File: config.mk
export PLATFORM = sky130hd
export DESIGN_NAME = mem_stream_loader
export DESIGN_NICKNAME = d
export VERILOG_FILES = /design/src/rtl/mem_stream_loader.sv
export SDC_FILE = /design/constraint.sdc
export NUM_CORES = 1
export LEC_CHECK = 0
export BUFFER_PORTS_ARGS = -buffer_cell sky130_fd_sc_hd__buf_4
export CELL_PAD_IN_SITES_DETAIL_PLACEMENT = 0
export CELL_PAD_IN_SITES_GLOBAL_PLACEMENT = 1
export CORE_ASPECT_RATIO = 1.5
export CORE_MARGIN = 3
export CORE_UTILIZATION = 48
export DETAILED_ROUTE_END_ITERATION = 8
export GPL_TIMING_DRIVEN = 0
export PLACE_DENSITY = 0.83
export RECOVER_POWER = 100
export SLEW_MARGIN = 5
export SYNTH_ARGS = -nofsm -noshare
export SYNTH_HDL_FRONTEND = slang
export SYNTH_SLANG_ARGS = --single-unit
File: constraint.sdc
create_clock -name clk -period 4.1 [get_ports clk]
set_input_delay 0.205 -clock clk [delete_from_list [all_inputs] [get_ports clk]]
set_output_delay 0.205 -clock clk [all_outputs]
set_load 0.02 [all_outputs]
File: src/rtl/mem_stream_loader.sv
// mem_stream_loader
//   Writes the program memory from a byte stream. Bytes arrive over a
//   valid/ready handshake and are packed MSB-first into DATA_LEN-bit words,
//   which are written to consecutive addresses starting at 0. When the stream
//   ends (byte_last) the block raises done and reports the number of words
//   written, so instruction fetch can be started.
//
// Ports
//   clk         clock, all state changes on the rising edge
//   rst         asynchronous active-low reset
//   start       one-cycle pulse, arms a load from address 0 (IDLE/DONE only)
//   byte_valid  byte_data/byte_last are valid
//   byte_data   stream byte, first byte of each word is the MSB
//   byte_last   final byte of the stream
//   byte_ready  a byte is accepted this cycle when byte_valid is also high
//   mem_wr      memory write strobe, one cycle per word
//   mem_addr    memory write address (holds outside the write cycle)
//   mem_data    memory write data (holds outside the write cycle)
//   word_count  words written in the current or last load
//   done        load finished, held until the next start
//   overflow    stream did not fit in ADDRS words, held until the next start
module mem_stream_loader #(
    parameter int ADDR_LEN = 11,
    parameter int DATA_LEN = 40,
    parameter int ADDRS    = 2 ** ADDR_LEN
) (
    input  logic                clk,
    input  logic                rst,
    input  logic                start,
    input  logic                byte_valid,
    input  logic [7:0]          byte_data,
    input  logic                byte_last,
    output logic                byte_ready,
    output logic                mem_wr,
    output logic [ADDR_LEN-1:0] mem_addr,
    output logic [DATA_LEN-1:0] mem_data,
    output logic [ADDR_LEN:0]   word_count,
    output logic                done,
    output logic                overflow
);

    localparam int CHAR_PART = DATA_LEN / 8;
    localparam int CNT_W     = $clog2(CHAR_PART + 1);
    localparam logic [CNT_W-1:0]    CHAR_PART_C = CNT_W'(CHAR_PART);
    localparam logic [ADDR_LEN-1:0] LAST_ADDR   = ADDR_LEN'(ADDRS - 1);

    typedef enum logic [1:0] {IDLE, FILL, WRITE, DONE} state_t;

    state_t              state_q, state_d;
    logic [CNT_W-1:0]    cnt_q, cnt_d;
    logic [DATA_LEN-1:0] word_q, word_d;
    logic                last_q, last_d;

    logic                byte_ready_d, mem_wr_d, done_d, overflow_d;
    logic [ADDR_LEN-1:0] mem_addr_d;
    logic [DATA_LEN-1:0] mem_data_d;
    logic [ADDR_LEN:0]   word_count_d;

    logic [DATA_LEN-1:0] packed_word;
    logic [CNT_W-1:0]    cnt_inc;
    logic [CNT_W-1:0]    pad_bytes;

    // Word after shifting in the current byte; a short final word is
    // left-aligned by the number of bytes still missing.
    assign packed_word = {word_q[DATA_LEN-9:0], byte_data};
    assign cnt_inc     = cnt_q + 1'b1;
    assign pad_bytes   = CHAR_PART_C - cnt_inc;

    always_comb begin
        // NOTE: every value produced here is given a default first, so no
        // path through the case statement can leave one unassigned (latch).
        state_d      = state_q;
        cnt_d        = cnt_q;
        word_d       = word_q;
        last_d       = last_q;
        byte_ready_d = byte_ready;
        mem_wr_d     = 1'b0;
        mem_addr_d   = mem_addr;
        mem_data_d   = mem_data;
        word_count_d = word_count;
        done_d       = done;
        overflow_d   = overflow;

        case (state_q)
            IDLE, DONE: begin
                if (start) begin
                    state_d      = FILL;
                    byte_ready_d = 1'b1;
                    cnt_d        = '0;
                    word_d       = '0;
                    last_d       = 1'b0;
                    mem_addr_d   = '0;
                    word_count_d = '0;
                    done_d       = 1'b0;
                    overflow_d   = 1'b0;
                end
            end

            FILL: begin
                if (byte_valid && byte_ready) begin
                    word_d = packed_word;
                    cnt_d  = cnt_inc;
                    if (cnt_inc == CHAR_PART_C || byte_last) begin
                        state_d      = WRITE;
                        byte_ready_d = 1'b0;
                        mem_wr_d     = 1'b1;
                        mem_data_d   = packed_word << {pad_bytes, 3'b000};
                        last_d       = byte_last;
                    end
                end
            end

            WRITE: begin
                word_count_d = word_count + 1'b1;
                cnt_d        = '0;
                word_d       = '0;
                if (last_q) begin
                    state_d = DONE;
                    done_d  = 1'b1;
                end else if (mem_addr == LAST_ADDR) begin
                    // Memory full with more stream pending: stop, never wrap.
                    state_d    = DONE;
                    done_d     = 1'b1;
                    overflow_d = 1'b1;
                end else begin
                    state_d      = FILL;
                    byte_ready_d = 1'b1;
                    mem_addr_d   = mem_addr + 1'b1;
                end
            end

            default: state_d = IDLE;
        endcase
    end

    always_ff @(posedge clk or negedge rst) begin
        if (!rst) begin
            state_q    <= IDLE;
            cnt_q      <= '0;
            word_q     <= '0;
            last_q     <= 1'b0;
            byte_ready <= 1'b0;
            mem_wr     <= 1'b0;
            mem_addr   <= '0;
            mem_data   <= '0;
            word_count <= '0;
            done       <= 1'b0;
            overflow   <= 1'b0;
        end else begin
            // NOTE: non-blocking assignments, so every register samples the
            // values from before this edge regardless of statement order.
            state_q    <= state_d;
            cnt_q      <= cnt_d;
            word_q     <= word_d;
            last_q     <= last_d;
            byte_ready <= byte_ready_d;
            mem_wr     <= mem_wr_d;
            mem_addr   <= mem_addr_d;
            mem_data   <= mem_data_d;
            word_count <= word_count_d;
            done       <= done_d;
            overflow   <= overflow_d;
        end
    end

endmodule

==> results of run 1 <==
repair_timing:
item | CTS | global route
buffers inserted | 0 | 0
hold buffers | 0 | 1
endpoints found under the hold margin | 0 | 39
cells in the final DEF, fill, tap and decap left out, types with 2 or more instances in the layout:
| master | n |
|---|---|
| dfrtp_1 | 105 |
| clkbuf_1 | 89 |
| nand2_1 | 75 |
| a22o_1 | 35 |
| mux2i_1 | 33 |
| o31ai_1 | 24 |
| nor2_1 | 18 |
| a32o_1 | 17 |
| a211oi_1 | 15 |
| o21ai_0 | 13 |
| nand2b_1 | 12 |
| nor2b_1 | 11 |
| buf_2 | 11 |
| buf_4 | 11 |
| a31oi_1 | 9 |
| clkbuf_16 | 9 |
| nand3_1 | 8 |
| nor3_1 | 8 |
| o21bai_1 | 7 |
| o22a_1 | 7 |
| ha_1 | 7 |
| inv_1 | 6 |
| a21oi_1 | 4 |
| bufinv_16 | 4 |
| nand4_1 | 3 |
| xnor2_1 | 3 |
| o21ai_1 | 3 |
| inv_2 | 2 |
| and4_1 | 2 |
| nor4_1 | 2 |
| and3_1 | 2 |
area by class of cell:
type / count / area share (%)
Multi-Input combinational cell: 334 / 38.0
Tap cell: 141 / 2.95
Buffer: 31 / 2.18
Sequential cell: 105 / 44.0
Clock buffer: 11 / 3.90
Inverter: 9 / 0.566
Clock inverter: 5 / 2.14
Timing Repair Buffer: 81 / 6.28
report_power, final:
group	total [W]	internal (W)	switching (W)
Combinational	0.00159	0.000485	0.00110
Sequential	0.00139	0.00123	0.000162
Clock	0.00104	0.000659	0.000377
state kept, by name, summed over array words and instances (netlist names):
register and cells:
mem_data 40, word_q 32, word_count 12, mem_addr 11, cnt_q 3, state_q 2
byte_ready 1, done 1, last_q 1, mem_wr 1, overflow 1
kinds of logic (layout without fill, tap and decap cells):
kind of cell / count (synthesis) / after routing / synth area share [%]
adder cells (fa/ha/maj): 7 / 7 / 1.71
flip-flops: 105 / 105 / 51.4
XOR/XNOR: 4 / 4 / 0.686
multiplexers: 34 / 34 / 6.69
buffers and inverters: 40 / 137 / 3.41
AO/OA/AOI/OAI: 142 / 142 / 22.2
AND/OR/NAND/NOR: 147 / 147 / 13.9
routing by layer:
metal,vias to the layer above,share of wire [%]
li1,1962,-
met1,2109,39
met2,121,53
met3,32,4.3
met4,0,4.1
met5,-,0
critical path: stages (launching register included):
cell,delay [ns]
dfrtp_1,0.44
ha_1,0.31
clkbuf_1,0.35
clkinv_1,0.34
clkbuf_1,0.33
ha_1,0.35
buf_2,0.23
or2_1,0.15
clkbuf_1,0.27
clkbuf_1,0.41
o31ai_1,0.12
through the flow:
step           setup slack (ns)  total power, W  hold slack, ns  cell area, um2
4_1_cts                   0.915         0.00417           0.101            6240
3_5_place_dp              0.922         0.00312           0.463            5880
5_1_grt                   0.308         0.00425           0.115            5970
3_3_place_gp              0.973         0.00309           0.460            5880
2_1_floorplan              1.52         0.00246         -0.0906            5110
6_report                  0.647         0.00401           0.110            5970
worst min path at each step:
| stage | from | end | slack, ns |
|---|---|---|---|
| floorplan | rst | byte_ready | -0.09 |
| global placement | byte_last | last_q | 0.46 |
| detailed placement | byte_data[2] | word_q[2] | 0.46 |
| CTS | byte_data[2] | word_q[2] | 0.10 |
| global route | byte_data[5] | word_q[5] | 0.12 |
| finish | byte_data[2] | word_q[2] | 0.11 |
==> results.txt, run 1 <==
The run finished, with violations left. The final reports fail on max-capacitance violations, max-slew violations. The final-report setup violation count is 0. The number of rows created at floorplan came out at 45. Among all flip-flop cells after synthesis, the most frequent one is dfrtp_1. The first TritonRoute pass finished after 4 iterations. Global routing consumed, on the met1 layer, 28.9% of the routing resources. In the post-synthesis netlist, the biggest area contributors are dfrtp_1 51%, mux2i_1 6.5%, a22o_1 6.0%, nand2_1 5.5%, o31ai_1 3.4%.

The number of clock sinks seen by CTS came out at 105. The minimum clock period after layout came out at 3.45 ns. The detailed placer's ending HPWL came out at 10500 um.

After detailed routing, the average wire length per cell comes to 20.1 um. The via count of the routed design came out at 4224. The min-delay analysis places its worst path in the category input pin to register. Data arrives at the worst endpoint at 3.67 ns. The most repeated cell in the gate-level netlist after synthesis is dfrtp_1. The peak supply drop is 0.301 mV. The via count of the first global-routing pass is 4311.

The synthesized design spends more area on one cell type than any other, namely dfrtp_1. The total power divided by cell area came out at 671 nW/um2. The number of antenna diodes in the final layout is 0. In this run the static leakage power is 2.61 nW. The period utilization came out at 84.2%. After the flow finishes, the layout carries non-filler instances totaling 717.

Setup slack on the worst reg-to-reg path comes out at 0.65 ns. The summed negative setup slack over all endpoints came out at 0 ns. On the final layout, the worst clock skew is 0.00763 ns. Setup repair after global routing left no endpoint under its margin. In this run the worst setup path begins at cnt_q[0]. The total routing usage reported by global routing is 24.8%. The effective utilization at floorplan is 49.8%. The share of the core filled with cells came out at 58.3%.

The width of the chip came out at 90.2 um. At the end of routability-driven placement, the weighted congestion stood at 0.875. The count of unresolved DRC violations after routing came out at 0. The floorplan step set the die height to 132 um.

The data required time of the worst path is 4.31 ns. The worst register-to-register path begins at cnt_q[0]. During I/O placement, the number of pins put on the boundary was 80. The commonest cells after synthesis are 105 x dfrtp_1, 75 x nand2_1, 35 x a22o_1, 33 x mux2i_1, 23 x o31ai_1. The fill cell instance count of the final layout came out at 1011. The share of final-layout standard cells stronger than drive strength 1 came out at 7.99%. The core area is 10200 um2. The initial antenna violation count was 0. The post-synthesis register bit count came out at 105. The root buffer cell chosen for the clock tree is clkbuf_16. The number of cells after detailed placement came out at 699. The layout overhead on the synthesized area is 17.0%. The number of nets in the final layout is 591. The post-route antenna net violation count came out at 0. No sink is reached through more buffers than the 2 on the longest clock path.

The worst-path maximum fanout is 10. The hold path depth came out at 2. The highest clock frequency the design can meet is 290 MHz. The slew at the pin closest to its max-slew limit is 2.29 ns.

The total of max-cap violations came out at 1. The final count of pins violating max slew was 40. The logic depth of the worst register-to-register path came out at 10. The fraction of the yosys area taken by sequential cells came out at 51.4%. TritonCTS built the clock tree. The type of element launching the critical path is a register. The critical path in this run is classified as register to register. The area taken by multi-input logic gates came out at 2270 um2. For this run, the number of Yosys warnings is 0. The clock input transition at the sequential cells of the worst setup and hold paths is 0.07 ns.

In the global route stage, met2 resource usage came out at 44.3%. The number of enable-type register cells in the synthesized netlist came out at 0. The overflow left after global routing came out at 0. The proportion of register bits with asynchronous set or reset after synthesis came out at 100%.

The global-route wire length before repair is 23300 um. For this run, global-route usage on met3 was measured as 4.23%. Input and output buffers added on the ports amount to 79.

For the worst-skew pair, the clock arrives at the later sink with an insertion delay of 0.35 ns. The via-per-instance ratio is 5.89. In this run, post-CTS repair resized a total of 0 instances. STA classifies the critical path endpoint as a register.

The H-tree depth reported by CTS is 3. The number of nets in the synthesized netlist is 499. Headroom to the max-slew limit came out at -52.5%. The area used by sequential logic in the layout came out at 2630 um2. The area enclosed by the die boundary is 11900 um2. After the first detailed-routing iteration, the DRC count stood at 222. The cell area after synthesis came out at 5110 um2. The number of buffers added by the clock tree synthesis step is 9. The worst register-to-register path ends at mem_data[11]. The worst setup path endpoint is mem_data[11]. The layer with the highest usage is met2. The share of Yosys cell area claimed by the top area cell type is 51.4%. A synthesized cell averages 10.7 um2. The count of unique library cells instantiated by Yosys came out at 48.

Summed over all layers, the routed wires come to 14400 um. In the synthesized netlist, the number of instances is 479. The maximum number of pins on one net before global-route repair came out at 106.

The hold violation count in the final report came out at 0.
(Power assumes the default switching activity.)
==> inputs of run 2 (changes only) <==
--- a/config.mk
+++ b/config.mk
@@ -10,10 +10,10 @@
 export CELL_PAD_IN_SITES_GLOBAL_PLACEMENT = 1
 export CORE_ASPECT_RATIO = 1.5
 export CORE_MARGIN = 3
-export CORE_UTILIZATION = 48
+export CORE_UTILIZATION = 40
 export DETAILED_ROUTE_END_ITERATION = 8
 export GPL_TIMING_DRIVEN = 0
-export PLACE_DENSITY = 0.83
+export PLACE_DENSITY = 0.74
 export RECOVER_POWER = 100
 export SLEW_MARGIN = 5
 export SYNTH_ARGS = -nofsm -noshare
==> constraint.sdc (replaced) <==
create_clock -name clk -period 3 [get_ports clk]
set_input_delay 0.15 -clock clk [delete_from_list [all_inputs] [get_ports clk]]
set_output_delay 0.15 -clock clk [all_outputs]
set_load 0.02 [all_outputs]
==> run 2 against run 1 <==
  * The flow now finishes without violations
  * Largest power group unchanged
  * Sequential share of layout area increased by 0.42 points
  * Wire length increased by 2.8%
  * Clock-buffer cell count decreased by 2
  * Register-to-register slack got worse by 0.43 ns
  * Global-route usage decreased by 3.5 points
  * Critical path depth decreased by 1
==> results.txt, run 2 (synthesis gave the netlist of run 1 again) <==
The flow ran to the end, and the final reports show no timing, DRC or antenna violations. The minimum setup slack among reg-to-reg paths is 0.22 ns. The worst-case headroom to the max-slew limit came out at 2.07%.

The via-per-instance ratio is 5.69. Counting flops per register, the top entry is mem_data. Counting along the longest clock path gives a buffer depth of 2.

STA classifies the critical path startpoint as a register. Leaving out fill and tap cells, the most frequent cell in the layout is dfrtp_1. The first global-routing pass estimated 23400 um of wire. For this design the ratio of total power to cell area is 887 nW/um2. The number of nets in the final layout is 589. The switching power total is 0.00226 W. The peak supply drop came out at 0.433 mV.

CTS saw 105 sinks. The startpoint identified for the worst register-to-register timing path is cnt_q[0]. The clock tree root driver cell is clkbuf_16. The element type at the critical path end is a register. Net switching is 43.1% of the power. Setup slack closes at 0.217 ns. The detailed placer's ending HPWL came out at 10900 um. The weighted congestion at the end of routability-driven global placement is 0.862. The overflow left after global routing came out at 0.

The layout overhead on the synthesized area is 15.8%. Clock-pin slew was measured on the worst setup and hold paths at 0.08 ns. The internal portion of the total power is 0.00299 W.

In the final layout, the share of cells above drive strength 1 is 9.76%. The reported leakage power came out at 2.59 nW. The number of buffers added by the clock tree synthesis step is 9. At the worst endpoint, the required time is 3.25 ns. For hold timing, the worst endpoint is last_q. Prior to clock tree synthesis, the placed netlist has a worst setup slack of -0.178 ns.

The register with the most flip-flops in the layout has 40 of them. The count of unresolved DRC violations after routing came out at 0. The first-pass iteration count of the detailed router came out at 6. The hold violation count in the final report came to 0. In this run, flip-flops and latches consume 36.3% of the power. The via count of the first global-routing pass came to 4267. In this run the tool buffered the top-level ports with 79 buffer cells. The total of max-cap violations came out at 0.

The path class of the tightest hold or removal check is input pin to register. Along the worst path, the maximum fanout reaches 18. The die extent in y is 144 um. The logic depth of the worst register-to-register path came out at 9. The start point of the worst hold path is byte_last.

On the final layout, the worst clock skew is 0.00889 ns. The largest registers in the layout are mem_data x40, word_q x32, word_count x12. The die is 98.3 um wide. The period utilization is 92.8%. The total detailed-routing wirelength came out at 14800 um. The core region is 12300 um2. Setup repair after global routing left no endpoint under its margin.

For the pin with the worst max-slew slack, the measured transition is 1.47 ns. The H-tree generated during clock tree synthesis spans 3 levels. The critical path arrival is 3.04 ns. The via count of the routed design came out at 4140. Setup violations remaining at the end of the flow were counted as 0. The post-route antenna net violation count is 0. The combinational cell fraction of total power is 40.5%. The top-level I/O count came out at 80. Global routing consumed, over all layers together, 21.3% of the routing resources. The hold path depth came out at 3. The minimum clock period after layout is 2.78 ns. The initial antenna violation count is 0. The endpoint identified for the worst register-to-register timing path is mem_data[10]. The setup path with the least slack is of type register to register. The die covers 14200 um2. Overall power consumption after layout is estimated at 0.00525 W. Cells fill 48.3% of the core in the end. The post-CTS repair timing setup buffer count came out at 0. After detailed routing, the average wire length per cell comes to 20.3 um.

The antenna diode instance count came out at 0. The clock share of power is 23.2%. The starting DRC count in detailed routing came out at 248. Based on the critical path, the design can be clocked at up to 359 MHz.

The final standard cell count with taps included and fillers excluded came out at 727. The maximum number of pins on one net before global-route repair came out at 106. The effective utilization at floorplan is 41.7%. In the layout the commonest cells are 105 x dfrtp_1, 80 x clkbuf_1, 75 x nand2_1. The number of cells after detailed placement came out at 711. The clock reaches the later pin of the worst-skew pair after 0.35 ns. The number of rows created at floorplan is 49. TritonCTS built the clock tree. The final count of pins violating max slew came out at 0.
==> run 2: cell types whose count changed in the layout (fill, tap and decap cells not counted), sizes merged <==
| cell | delta |
|---|---|
| buf | -1 |
| bufinv | -3 |
| inv | +1 |
| clkbuf | -3 |
| clkinv | +4 |
==> run 2: worst max path at each step <==
| stage | slack, ns | start | end | cells after the start |
|---|---|---|---|---|
| finish | 0.22 | cnt_q[0] | mem_data[10] | 9 |
| floorplan | 0.42 | cnt_q[0] | mem_data[10] | 10 |
| global route | 0.0003 | cnt_q[0] | mem_data[10] | 9 |
| detailed placement | -0.18 | cnt_q[0] | mem_data[10] | 10 |
| CTS | 0.08 | cnt_q[0] | mem_data[10] | 10 |
| global placement | -0.1 | cnt_q[0] | mem_data[9] | 10 |
==> run 2: routing by layer <==
| metal | vias up | track usage, % | share of wire, % |
|---|---|---|---|
| met5 | - | 0 | 0 |
| met4 | 0 | 8.63 | 2.3 |
| met3 | 22 | 3.72 | 3.7 |
| met2 | 107 | 38.2 | 53 |
| met1 | 2050 | 25.5 | 41 |
| li1 | 1961 | - | - |
==> run 2: final cells by class <==
| class | instances | area (um2) |
|---|---|---|
| plain buffers | 30 | 133 |
| fillers | 1246 | 6340 |
| multi-input cells | 334 | 2270 |
| flip-flops and latches | 105 | 2630 |
| repair buffers | 80 | 352 |
| inverters | 9 | 35.0 |
| clock inverters | 7 | 80.1 |
| clock buffers | 9 | 225 |
| well taps | 153 | 191 |
==> run 2: per-stage QoR <==
step           setup TNS, ns  hold WS [ns]  cell area, um2
2_1_floorplan              0        -0.146            5110
3_3_place_gp           -1.05         0.401            5890
3_5_place_dp           -1.63         0.353            5900
4_1_cts                    0        0.0262            6220
5_1_grt                    0        0.0211            5920
6_report                   0        0.0208            5920
==> run 2: repair_timing <==
action / 4_1_cts / 5_1_grt
hold buffers: 1 / 0
setup endpoints to repair: 12 / 10
resized for setup: 5 / 0
hold endpoints to repair: 89 / 0
==> run 2: worst max-delay path, cell delays in order (launching register included) <==
cell and delay (ns):
dfrtp_1 0.45, ha_1 0.30, buf_2 0.21, clkinv_2 0.27, ha_1 0.36, buf_2 0.19, or2_1 0.24, clkbuf_1 0.18
clkbuf_2 0.24, o31ai_1 0.25
==> run 2: power groups by stage <==
stage	registers (W)	clock network (W)	logic, W
2_1_floorplan	0.00210	0	0.00126
3_3_place_gp	0.00193	0	0.00229
3_5_place_dp	0.00193	0	0.00231
4_1_cts	0.00191	0.00124	0.00233
5_1_grt	0.00194	0.00131	0.00234
6_report	0.00190	0.00122	0.00212
